==> config.mk <==
export PLATFORM = sky130hd
export DESIGN_NAME = jpeg_stream_parser
export DESIGN_NICKNAME = d
export VERILOG_FILES = /design/src/rtl/jpeg_pkg.sv /design/src/rtl/jpeg_ecs_destuff.sv /design/src/rtl/jpeg_stream_parser.sv
export SDC_FILE = /design/constraint.sdc
export NUM_CORES = 1
export LEC_CHECK = 0
export CORE_UTILIZATION = 34
export CTS_CLUSTER_DIAMETER = 100
export CTS_CLUSTER_SIZE = 8
export DETAILED_ROUTE_END_ITERATION = 10
export GPL_TIMING_DRIVEN = 1
export SLEW_MARGIN = 20
export SYNTH_ARGS = -nofsm -noshare
export SYNTH_HDL_FRONTEND = slang
export SYNTH_HIERARCHICAL = 1
export SYNTH_SLANG_ARGS = --single-unit
==> constraint.sdc <==
create_clock -name sys_clk -period 4.8 [get_ports sys_clk]
set_input_delay 0.96 -clock sys_clk [delete_from_list [all_inputs] [get_ports sys_clk]]
set_output_delay 0.96 -clock sys_clk [all_outputs]
set_load 0.02 [all_outputs]
==> src/rtl/jpeg_pkg.sv <==
`default_nettype none
// ============================================================================
// Module   : jpeg_pkg
// Brief    : Shared states, marker codes and error codes for the JPEG parser.
// Revision : 1.0
// ============================================================================
package jpeg_pkg;

  typedef enum logic [3:0] {
    S_IDLE, S_SOI, S_MARK, S_LEN_H, S_LEN_L, S_SEG, S_ECS, S_ECS_FF, S_ERR
  } state_t;

  localparam logic [7:0] c_FILL  = 8'hFF;
  localparam logic [7:0] c_STUFF = 8'h00;
  localparam logic [7:0] c_SOI   = 8'hD8;
  localparam logic [7:0] c_EOI   = 8'hD9;
  localparam logic [7:0] c_SOF0  = 8'hC0;
  localparam logic [7:0] c_DHT   = 8'hC4;
  localparam logic [7:0] c_SOS   = 8'hDA;
  localparam logic [7:0] c_DQT   = 8'hDB;
  localparam logic [7:0] c_RST0  = 8'hD0;
  localparam logic [7:0] c_RST7  = 8'hD7;
  localparam logic [7:0] c_APP0  = 8'hE0;
  localparam logic [7:0] c_APP15 = 8'hEF;
  localparam logic [7:0] c_COM   = 8'hFE;

  localparam logic [2:0] c_ERR_NONE  = 3'd0;
  localparam logic [2:0] c_ERR_SOI   = 3'd1;
  localparam logic [2:0] c_ERR_TRUNC = 3'd2;
  localparam logic [2:0] c_ERR_MARK  = 3'd3;
  localparam logic [2:0] c_ERR_DIM   = 3'd4;
  localparam logic [2:0] c_ERR_LEN   = 3'd5;

  // Markers that carry a length-prefixed segment body.
  function automatic logic is_seg_marker(input logic [7:0] code);
    return (code == c_SOF0) || (code == c_DHT) || (code == c_SOS) ||
           (code == c_DQT) || (code == c_COM) ||
           ((code >= c_APP0) && (code <= c_APP15));
  endfunction

  function automatic logic is_rst_marker(input logic [7:0] code);
    return (code >= c_RST0) && (code <= c_RST7);
  endfunction

endpackage
`default_nettype wire

==> src/rtl/jpeg_ecs_destuff.sv <==
`default_nettype none
// ============================================================================
// Module   : jpeg_ecs_destuff
// Brief    : ECS byte de-stuffing, RST drop and one-byte hold until EOI.
// Revision : 1.0
// ============================================================================
module jpeg_ecs_destuff
  import jpeg_pkg::*;
(
  input  logic       clk,
  input  logic       rst_n,
  input  logic       i_clear,
  input  logic       i_en,
  input  logic       i_ff_phase,
  input  logic       i_abort,
  input  logic       i_vaild,
  input  logic [7:0] i_byte,
  output logic       o_vaild,
  output logic       o_last,
  output logic [7:0] o_data,
  output logic       o_eoi_seen
);

  logic [7:0] r_held;
  logic       r_held_v;
  logic       w_take;
  logic       w_data_byte;
  logic       w_eoi;

  assign w_take      = i_en & i_vaild & ~i_abort;
  assign w_data_byte = w_take & (i_ff_phase ? (i_byte == c_STUFF) : (i_byte != c_FILL));
  assign w_eoi       = w_take & i_ff_phase & (i_byte == c_EOI);

  always_ff @(posedge clk or negedge rst_n) begin
    if (!rst_n) begin
      r_held     <= 8'h00;
      r_held_v   <= 1'b0;
      o_vaild    <= 1'b0;
      o_last     <= 1'b0;
      o_data     <= 8'h00;
      o_eoi_seen <= 1'b0;
    end else if (i_clear) begin
      r_held     <= 8'h00;
      r_held_v   <= 1'b0;
      o_vaild    <= 1'b0;
      o_last     <= 1'b0;
      o_data     <= 8'h00;
      o_eoi_seen <= 1'b0;
    end else begin
      o_vaild    <= 1'b0;
      o_last     <= 1'b0;
      o_eoi_seen <= 1'b0;
      if (i_abort) begin
        r_held_v <= 1'b0;
      end
      // A byte is only released once a successor proves it is not the final one.
      if (w_data_byte) begin
        if (r_held_v) begin
          o_vaild <= 1'b1;
          o_data  <= r_held;
        end
        r_held   <= i_ff_phase ? c_FILL : i_byte;
        r_held_v <= 1'b1;
      end else if (w_eoi) begin
        if (r_held_v) begin
          o_vaild <= 1'b1;
          o_last  <= 1'b1;
          o_data  <= r_held;
        end
        r_held_v   <= 1'b0;
        o_eoi_seen <= 1'b1;
      end
    end
  end

endmodule
`default_nettype wire

==> src/rtl/jpeg_stream_parser.sv <==
`default_nettype none
// ============================================================================
// Module   : jpeg_stream_parser
// Brief    : Validates JPEG marker structure, captures SOF0 size, emits ECS.
// Revision : 1.0
// ============================================================================
module jpeg_stream_parser
  import jpeg_pkg::*;
#(
  parameter int unsigned H_ACTIVE = 720,
  parameter int unsigned V_ACTIVE = 480
) (
  input  logic        sys_clk,
  input  logic        rst_n,
  input  logic        start,
  input  logic        jpeg_data_vaild,
  input  logic        jpeg_data_last,
  input  logic [7:0]  jpeg_data,
  output logic        ecs_data_vaild,
  output logic        ecs_data_last,
  output logic [7:0]  ecs_data,
  output logic [15:0] img_width,
  output logic [15:0] img_height,
  output logic        frame_done,
  output logic        frame_err,
  output logic [2:0]  err_code
);

  state_t      r_state;
  state_t      w_state_n;
  logic        r_mark_ff;
  logic [7:0]  r_marker;
  logic [7:0]  r_len_h;
  logic [15:0] r_cnt;
  logic [2:0]  r_idx;
  logic [15:0] r_sof_h;
  logic [15:0] r_sof_w;
  logic [15:0] w_sof_h;
  logic [15:0] w_sof_w;
  logic [15:0] w_len;
  logic [2:0]  w_err;
  logic        w_accept;
  logic        w_trunc;
  logic        w_abort;
  logic        w_ecs_en;

  assign w_accept = jpeg_data_vaild & ~start;
  assign w_len    = {r_len_h, jpeg_data};
  assign w_trunc  = w_accept & jpeg_data_last & (r_state != S_ERR) &
                    ~((r_state == S_ECS_FF) && (jpeg_data == c_EOI));
  assign w_abort  = w_trunc | (w_accept & (w_state_n == S_ERR) & (r_state != S_ERR));
  assign w_ecs_en = (r_state == S_ECS) || (r_state == S_ECS_FF);

  // SOF0 body: byte 0 precision, 1-2 height, 3-4 width.
  always_comb begin
    w_sof_h = r_sof_h;
    w_sof_w = r_sof_w;
    case (r_idx)
      3'd1:    w_sof_h[15:8] = jpeg_data;
      3'd2:    w_sof_h[7:0]  = jpeg_data;
      3'd3:    w_sof_w[15:8] = jpeg_data;
      3'd4:    w_sof_w[7:0]  = jpeg_data;
      default: ;
    endcase
  end

  always_comb begin
    w_state_n = r_state;
    w_err     = c_ERR_NONE;
    if (w_accept) begin
      case (r_state)
        S_IDLE: begin
          if (jpeg_data == c_FILL) w_state_n = S_SOI;
          else begin w_err = c_ERR_SOI; w_state_n = S_ERR; end
        end
        S_SOI: begin
          if (jpeg_data == c_SOI) w_state_n = S_MARK;
          else begin w_err = c_ERR_SOI; w_state_n = S_ERR; end
        end
        S_MARK: begin
          if (!r_mark_ff) begin
            if (jpeg_data != c_FILL) begin w_err = c_ERR_MARK; w_state_n = S_ERR; end
          end else if (jpeg_data == c_FILL) begin
            w_state_n = S_MARK;
          end else if (is_seg_marker(jpeg_data)) begin
            w_state_n = S_LEN_H;
          end else begin
            w_err = c_ERR_MARK; w_state_n = S_ERR;
          end
        end
        S_LEN_H: w_state_n = S_LEN_L;
        S_LEN_L: begin
          if (w_len < 16'd2) begin w_err = c_ERR_LEN; w_state_n = S_ERR; end
          else if (w_len == 16'd2) w_state_n = (r_marker == c_SOS) ? S_ECS : S_MARK;
          else w_state_n = S_SEG;
        end
        S_SEG: begin
          if (r_cnt == 16'd1) begin
            w_state_n = (r_marker == c_SOS) ? S_ECS : S_MARK;
            if ((r_marker == c_SOF0) &&
                ((w_sof_h != 16'(V_ACTIVE)) || (w_sof_w != 16'(H_ACTIVE))))
              w_err = c_ERR_DIM;
          end
        end
        S_ECS: if (jpeg_data == c_FILL) w_state_n = S_ECS_FF;
        S_ECS_FF: begin
          if ((jpeg_data == c_STUFF) || is_rst_marker(jpeg_data)) w_state_n = S_ECS;
          else if (jpeg_data == c_FILL) w_state_n = S_ECS_FF;
          else if (jpeg_data == c_EOI) w_state_n = S_IDLE;
          else begin w_err = c_ERR_MARK; w_state_n = S_ERR; end
        end
        S_ERR:   if (jpeg_data_last) w_state_n = S_IDLE;
        default: w_state_n = S_IDLE;
      endcase
      // A premature last ends the frame; an earlier cause in the same byte keeps priority.
      if (w_trunc) begin
        w_state_n = S_IDLE;
        if (w_err == c_ERR_NONE) w_err = c_ERR_TRUNC;
      end
    end
  end

  always_ff @(posedge sys_clk or negedge rst_n) begin
    if (!rst_n) begin
      r_state <= S_IDLE; r_mark_ff <= 1'b0; r_marker <= 8'h00; r_len_h <= 8'h00;
      r_cnt <= 16'h0; r_idx <= 3'd0; r_sof_h <= 16'h0; r_sof_w <= 16'h0;
      img_width <= 16'h0; img_height <= 16'h0; frame_err <= 1'b0; err_code <= c_ERR_NONE;
    end else if (start) begin
      r_state <= S_IDLE; r_mark_ff <= 1'b0; r_marker <= 8'h00; r_len_h <= 8'h00;
      r_cnt <= 16'h0; r_idx <= 3'd0; r_sof_h <= 16'h0; r_sof_w <= 16'h0;
      img_width <= 16'h0; img_height <= 16'h0; frame_err <= 1'b0; err_code <= c_ERR_NONE;
    end else begin
      r_state <= w_state_n;
      if ((w_err != c_ERR_NONE) && !frame_err) begin
        frame_err <= 1'b1;
        err_code  <= w_err;
      end
      if (w_accept) begin
        r_mark_ff <= (r_state == S_MARK) && (jpeg_data == c_FILL);
        case (r_state)
          S_MARK: begin
            if (r_mark_ff && is_seg_marker(jpeg_data)) begin
              r_marker <= jpeg_data;
              r_sof_h  <= 16'h0;
              r_sof_w  <= 16'h0;
            end
          end
          S_LEN_H: r_len_h <= jpeg_data;
          S_LEN_L: begin
            r_cnt <= w_len - 16'd2;
            r_idx <= 3'd0;
          end
          S_SEG: begin
            r_cnt <= r_cnt - 16'd1;
            if (r_idx != 3'd5) r_idx <= r_idx + 3'd1;
            if (r_marker == c_SOF0) begin
              r_sof_h <= w_sof_h;
              r_sof_w <= w_sof_w;
              if (r_cnt == 16'd1) begin
                img_height <= w_sof_h;
                img_width  <= w_sof_w;
              end
            end
          end
          default: ;
        endcase
      end
    end
  end

  jpeg_ecs_destuff u_destuff (
    .clk        (sys_clk),
    .rst_n      (rst_n),
    .i_clear    (start),
    .i_en       (w_ecs_en),
    .i_ff_phase (r_state == S_ECS_FF),
    .i_abort    (w_abort),
    .i_vaild    (w_accept),
    .i_byte     (jpeg_data),
    .o_vaild    (ecs_data_vaild),
    .o_last     (ecs_data_last),
    .o_data     (ecs_data),
    .o_eoi_seen (frame_done)
  );

endmodule
`default_nettype wire

Yosys cells after proc, flatten, opt, wreduce, memory -nomap -nowiden

Index checks and enable logic that the tools add are counted.

Bits in registers: 128
Output and inout bits: 47
Word-level logic and storage cells: 213

$add $sub $neg: 3
$lt $le $gt $ge: 5
Eq/ne operators: 33
Mux-type cells: 100
Bitwise gates (word level): 15
Reduce and logical (&&, ||, !) cells: 39

Operator list:

| cell                                                         | number |
|---|---|
| 2-to-1 mux 16 bit                                            | 19 |
| 2-to-1 mux 8 bit                                             | 18 |
| case mux 16 bit (2 select lines)                             | 3 |
| == test 8 bit (second input constant)                        | 10 |
| 2-to-1 mux 4 bit                                             | 16 |
| 2-to-1 mux 3 bit                                             | 15 |
| case mux 4 bit (9 select lines)                              | 1 |
| 2-to-1 mux 1 bit                                             | 20 |
| case mux 3 bit (6 select lines)                              | 1 |
| nonzero test 2 bit                                           | 9 |
| == test 16 x 1 -> 1 bit (second input constant)              | 1 |
| == test 16 x 2 -> 1 bit (second input constant)              | 1 |
| == test 4 x 3 -> 1 bit (second input constant)               | 4 |
| >= comparator 8 bit (second input constant)                  | 2 |
| less-or-equal comparator 8 bit (second input constant)       | 2 |
| less-than comparator 16 x 2 -> 1 bit (second input constant) | 1 |
| inequality test 16 x 10 -> 1 bit (second input constant)     | 1 |
| inequality test 16 x 9 -> 1 bit (second input constant)      | 1 |
| subtractor 16 x 1 -> 16 bit (second input constant)          | 1 |
| subtractor 16 x 2 -> 16 bit (second input constant)          | 1 |
| 2-to-1 mux 2 bit                                             | 6 |
| nonzero test 3 bit                                           | 4 |
| AND 1 bit                                                    | 11 |
| inequality test 3 bit (second input constant)                | 3 |
| 23 further kinds                                             | 44 |

Longest topological paths before layout

Depth after elaboration: 23
Mapped depth: 13

Cells and area by module

The synthesis kept the hierarchy.

Modules (own cells, without submodules):

| module             | times used | cells an instance | area each (um^2) |
|---|---|---|---|
| jpeg_stream_parser | 1          | 657               | 6045.8 |
| jpeg_ecs_destuff   | 1          | 95                | 963.4 |

Worst setup path before layout

No wires, ideal clock.

Path kind: input-to-reg
From: in jpeg_data[1]
To: reg u_destuff.r_held[4]
Library setup time: 94 ps
Arrival time: 3506 ps
Slack: 1200 ps
Stages: 13
Path buffers: 2
Cell sequence: clkbuf_1 > or4_1 > a211oi_1 > o31a_2 > o21ai_1 > nand2b_2 > a31o_1 > inv_1 > nand3_1 > a211oi_2 > buf_4 > nor2_1 > a211oi_1

Word-level cells in the longest chain between the ends: 20
Elaborated cells between the ends (all ways): 51

RTL lines:

| element                                                                      | RTL line                 | source |
|---|---|---|
| start, declared                                                              | jpeg_stream_parser.sv:18 | `input logic [7:0] jpeg_data,` |
| parallel branches: the longest is 15 deep, another holds >= comparator 8 bit | -                        |  |
| OR 1 bit *                                                                   | jpeg_stream_parser.sv:51 | `assign w_abort = w_trunc \| (w_accept & (w_state_n == S_ERR) & (r_state != S_ERR));` |
| via w_abort                                                                  | jpeg_stream_parser.sv:44 | `logic w_abort;` |
| NOT 1 bit *                                                                  | jpeg_ecs_destuff.sv:30   | `assign w_take = i_en & i_vaild & ~i_abort;` |
| AND 1 bit *                                                                  | jpeg_ecs_destuff.sv:30   |  |
| AND 1 bit *                                                                  | jpeg_ecs_destuff.sv:31   | `assign w_data_byte = w_take & (i_ff_phase ? (i_byte == c_STUFF) : (i_byte != c_FILL));` |
| nonzero test 2 bit (no source line) *                                        | -                        |  |
| end signal, assigned                                                         | jpeg_ecs_destuff.sv:62   | `r_held <= i_ff_phase ? c_FILL : i_byte;` |
| end, declared                                                                | jpeg_ecs_destuff.sv:24   | `logic [7:0] r_held;` |

Mark *: on every way through the listed nets, which the timed path passes.
A chain may end at the register's enable or synchronous reset.

Worst setup path in the final report

From: in jpeg_data[6]
To: reg u_destuff.o_data[7]

Word-level cells in the longest chain between the ends: 21
Elaborated cells between the ends (all ways): 55

RTL lines:

| element                                                                      | RTL line                                       | source |
|---|---|---|
| parallel branches: the longest is 15 deep, another holds >= comparator 8 bit | -                                              |  |
| OR 1 bit *                                                                   | jpeg_stream_parser.sv:51                       |  |
| via w_abort                                                                  | jpeg_stream_parser.sv:44                       |  |
| NOT 1 bit *                                                                  | jpeg_ecs_destuff.sv:30                         |  |
| AND 1 bit *                                                                  | jpeg_ecs_destuff.sv:30                         |  |
| AND 1 bit (on tied branches)                                                 | jpeg_ecs_destuff.sv:32, jpeg_ecs_destuff.sv:31 |  |
| AND 1 bit or 2-to-1 mux 8 bit (tied branches)                                | jpeg_ecs_destuff.sv:32, jpeg_ecs_destuff.sv:57 |  |
| nonzero test 3 bit (no source line) or 2-to-1 mux 8 bit (tied branches)      | -                                              |  |
| end signal, assigned                                                         | jpeg_ecs_destuff.sv:60                         | `o_data <= r_held;` |
| end signal, assigned                                                         | jpeg_ecs_destuff.sv:68                         | `o_data <= r_held;` |
| end, declared                                                                | jpeg_ecs_destuff.sv:20                         | `output logic [7:0] o_data,` |

Marked as above.

==> impl_metrics.py <==
metrics = {
    "final_layout": {
        "drive_gt1_frac": 0.0962,
        "fillCellCount": 1956,
        "layoutNonFillerInstCount": 1081,
        "nets": 820,
        "final_cell_mix": "dfrtp_1 (128), nor2_1 (88), nand2_1 (63), clkdlybuf4s50_1 (57), mux2i_1 (44)",
        "antenna_cells": 0,
        "synthToLayoutAreaGrowth_pct": 21.5,
        "final_util": 0.421,
        "layout_commonest_cell": "dfrtp_1",
    },
    "clocking": {
        "clkTransAtPathRegs_ps": 60,
        "cts.sinks": 128,
        "clockBufferDepth": 2,
        "clock_latency_ps": 420,
        "cts_buffers": 17,
        "post-cts-setup-buffer-count": 0,
        "cts_resized": 0,
        "cts_hold_buf": 0,
        "cts_tree": "built",
        "cts_max_level": 4,
        "root_buffer": "clkbuf_16",
    },
    "global_routing": {
        "grt_max_degree": 84,
        "grt_pass1_wl_mm": 30.8,
        "grt_util_all_layers": 0.184,
        "antenna_found_initial": 0,
        "grt_pass1_vias": 5677,
        "gr-total-overflow": 0,
    },
    "sta": {
        "setup_viol": 0,
        "hold_viol_final": 0,
        "fin_tns_setup_ps": 0,
        "fin_ws_ps": 633,
        "finalCritPeriodShare": 0.868,
        "fmax_mhz": 240,
        "slew_headroom": 0.360,
        "drv_slew": 0,
        "min_period_ps": 4170,
        "fin_skew_ps": 5.89,
        "worst_pin_slew_ps": 959,
        "rsz0062_at_grt": "no",
    },
    "detailed_routing": {
        "wire_per_inst_um": 17.3,
        "drt-pass1-iter-count": 5,
        "drc": 0,
        "ant_nets": 0,
        "drt-total-wl_mm": 18.7,
        "drt_iter0_markers": 463,
        "vias_per_cell": 5.47,
        "num_vias": 5917,
    },
    "setup_path": {
        "end_kind": "flip-flop",
        "rrSetupSlack_ps": 1490,
        "crit_required_ps": 5150,
        "critPathMaxFanout": 9,
        "r2r-start": "r_state[0]$_DFF_PN0_",
        "worstSetupPathType": "input pin to flip-flop",
        "critPathLaunchType": "input pin",
        "critPathArrivalTime_ps": 4510,
        "r2r_cells": 11,
        "reg2reg_to": "u_destuff/o_data[4]$_DFFE_PN0P_",
    },
    "floorplan": {
        "fp.dieW_um": 146,
        "num_io_pins": 60,
        "start_util": 0.346,
        "core_area_sq_um": 20200,
        "placementRows": 52,
        "dieArea_sq_um": 21200,
        "chipHeight_um": 146,
    },
    "pwr": {
        "leakage_nw": 3.69,
        "p_total_mw": 2.62,
        "peakVddDrop_mv": 0.208,
        "power_density_nw_per_um2": 308,
    },
    "synthesis": {
        "yosys_warnings": 6,
        "synth_flop_cell": "dfrtp_1",
        "synthCells": 752,
        "synth_edf_count": 0,
        "syn-num-nets": 774,
        "synth.avg_cell_area_sq_um": 9.32,
        "ys_types": 69,
        "ys_seq_area_frac": 0.457,
        "syn_area_sq_um": 7010,
        "ys_ff_latch": 128,
        "async_flop_share": 1.00,
    },
    "place": {
        "io_buffers": 59,
        "dp_slack_ps": 240,
        "dp.cells": 1049,
        "globalplace.congestion": 0.868,
        "dp_hpwl_mm": 12.7,
    },
    "min_path": {
        "hold_end": "img_height[3]$_DFFE_PN0P_",
        "min_from": "img_height[3]$_DFFE_PN0P_",
        "min_path_cells": 2,
        "hold_class": "flip-flop to flip-flop",
    },
    "flow_run": {
        "max-cap-violations": 0,
    },
    "run_status": {
        "status": "complete, no violations",
    },
}
[registers in the layout, summed over array words and instances, names as in the netlist, 16 cells and up]
| signal | cells |
|---|---|
| r_cnt | 16 |
| r_sof_w | 16 |
| r_sof_h | 16 |
| img_height | 16 |
| img_width | 16 |
[routing by layer]
| metal | part of all wire | track usage | up-vias |
|---|---|---|---|
| li1 | - | - | 2825 |
| met1 | 0.48 | 0.257 | 2932 |
| met2 | 0.47 | 0.281 | 137 |
| met3 | 0.040 | 0.0364 | 23 |
| met4 | 0.016 | 0.0684 | 0 |
| met5 | 0 | 0 | - |
[power by group]
part	leakage (nW)	internal (mW)	total [mW]	switching (mW)
registers	1.78	1.09	1.10	0.00870
clock network	0.298	0.867	1.35	0.484
logic	1.62	0.0546	0.175	0.120
[cells by family after synthesis]
logic type      count (synthesis)  share of synthesized area
simple gates                  277                      0.198
compound gates                203                      0.200
flops                         128                      0.457
buf+inv                        74                     0.0430
mux                            49                     0.0709
xor+xnor                       12                     0.0150
fa+ha+maj                       9                     0.0161
[how the worst max path moves through the flow]
stage | from | end | slack [ps] | depth (start not counted)
6_report | jpeg_data[6] | u_destuff/o_data[7]$_DFFE_PN0P_ | 630 | 12
5_1_grt | jpeg_data[6] | u_destuff/o_data[6]$_DFFE_PN0P_ | 390 | 12
4_1_cts | jpeg_data[6] | u_destuff/o_data[2]$_DFFE_PN0P_ | 710 | 13
3_5_place_dp | jpeg_data[6] | u_destuff/o_data[7]$_DFFE_PN0P_ | 240 | 13
3_3_place_gp | jpeg_data[6] | u_destuff/o_data[2]$_DFFE_PN0P_ | 390 | 13
2_1_floorplan | jpeg_data[1] | u_destuff/r_held[4]$_DFFE_PN0P_ | 1200 | 13
[critical path: stages]
cell and delay, ps:
clkdlybuf4s50_1 800, nand4_1 350, nor2_1 350, or4_1 180, o21ai_1 80, nand2b_2 230
a31o_1 230, inv_1 70, nand3_1 180, a211oi_1 350, o21a_1 490, mux2i_1 240
[cells in the mapped netlist (2+ instances only)]
cell type / instances / area (sq um)
and4_1: 2 / 17.5
a21o_1: 3 / 22.5
xnor2_1: 7 / 61.3
a21oi_1: 37 / 185
or4_4: 2 / 22.5
nand2_1: 63 / 236
nor4_1: 14 / 87.6
buf_2: 7 / 35.0
a211oi_1: 10 / 75.1
mux2i_1: 44 / 440
and2_1: 4 / 25.0
nand3b_1: 5 / 37.5
nand2b_1: 27 / 169
nor2b_1: 4 / 25.0
a22o_1: 33 / 289
o21ai_0: 19 / 95.1
ha_1: 9 / 113
o41ai_1: 2 / 17.5
xor2_1: 5 / 43.8
or4_1: 7 / 52.6
o31ai_1: 37 / 278
nor2_1: 88 / 330
o21a_1: 2 / 15.0
nor4b_1: 2 / 17.5
and3_1: 4 / 25.0
mux2_1: 5 / 56.3
dfrtp_1: 128 / 3200
or2_2: 3 / 18.8
buf_4: 2 / 15.0
o21ai_2: 3 / 26.3
nor3_1: 19 / 95.1
a211o_1: 3 / 26.3
a41oi_1: 2 / 17.5
or3_1: 7 / 43.8
inv_1: 19 / 71.3
a31oi_1: 11 / 68.8
o21ai_1: 22 / 110
o211ai_1: 2 / 15.0
nand3_1: 9 / 45.0
clkbuf_1: 44 / 165
nand4_1: 8 / 50.1
[stage by stage]
| step | instance area [sq um] | hold WS, ps |
|---|---|---|
| 6_report | 8520 | 472 |
| 5_1_grt | 8520 | 502 |
| 2_1_floorplan | 7010 | 449 |
| 3_5_place_dp | 7900 | 466 |
| 4_1_cts | 8510 | 478 |
| 3_3_place_gp | 7900 | 460 |
[layout make-up]
type / count / area, sq um / share of cell area
clock inverters: 10 / 133 / 0.0156
clock buffers: 22 / 484 / 0.0569
multi-input cells: 550 / 3520 / 0.413
well taps: 270 / 338 / 0.0397
inverters: 20 / 75.1 / 0.00881
repair buffers: 81 / 764 / 0.0898
flip-flops and latches: 128 / 3200 / 0.376
Note: power is estimated with default switching activity, not from simulation.
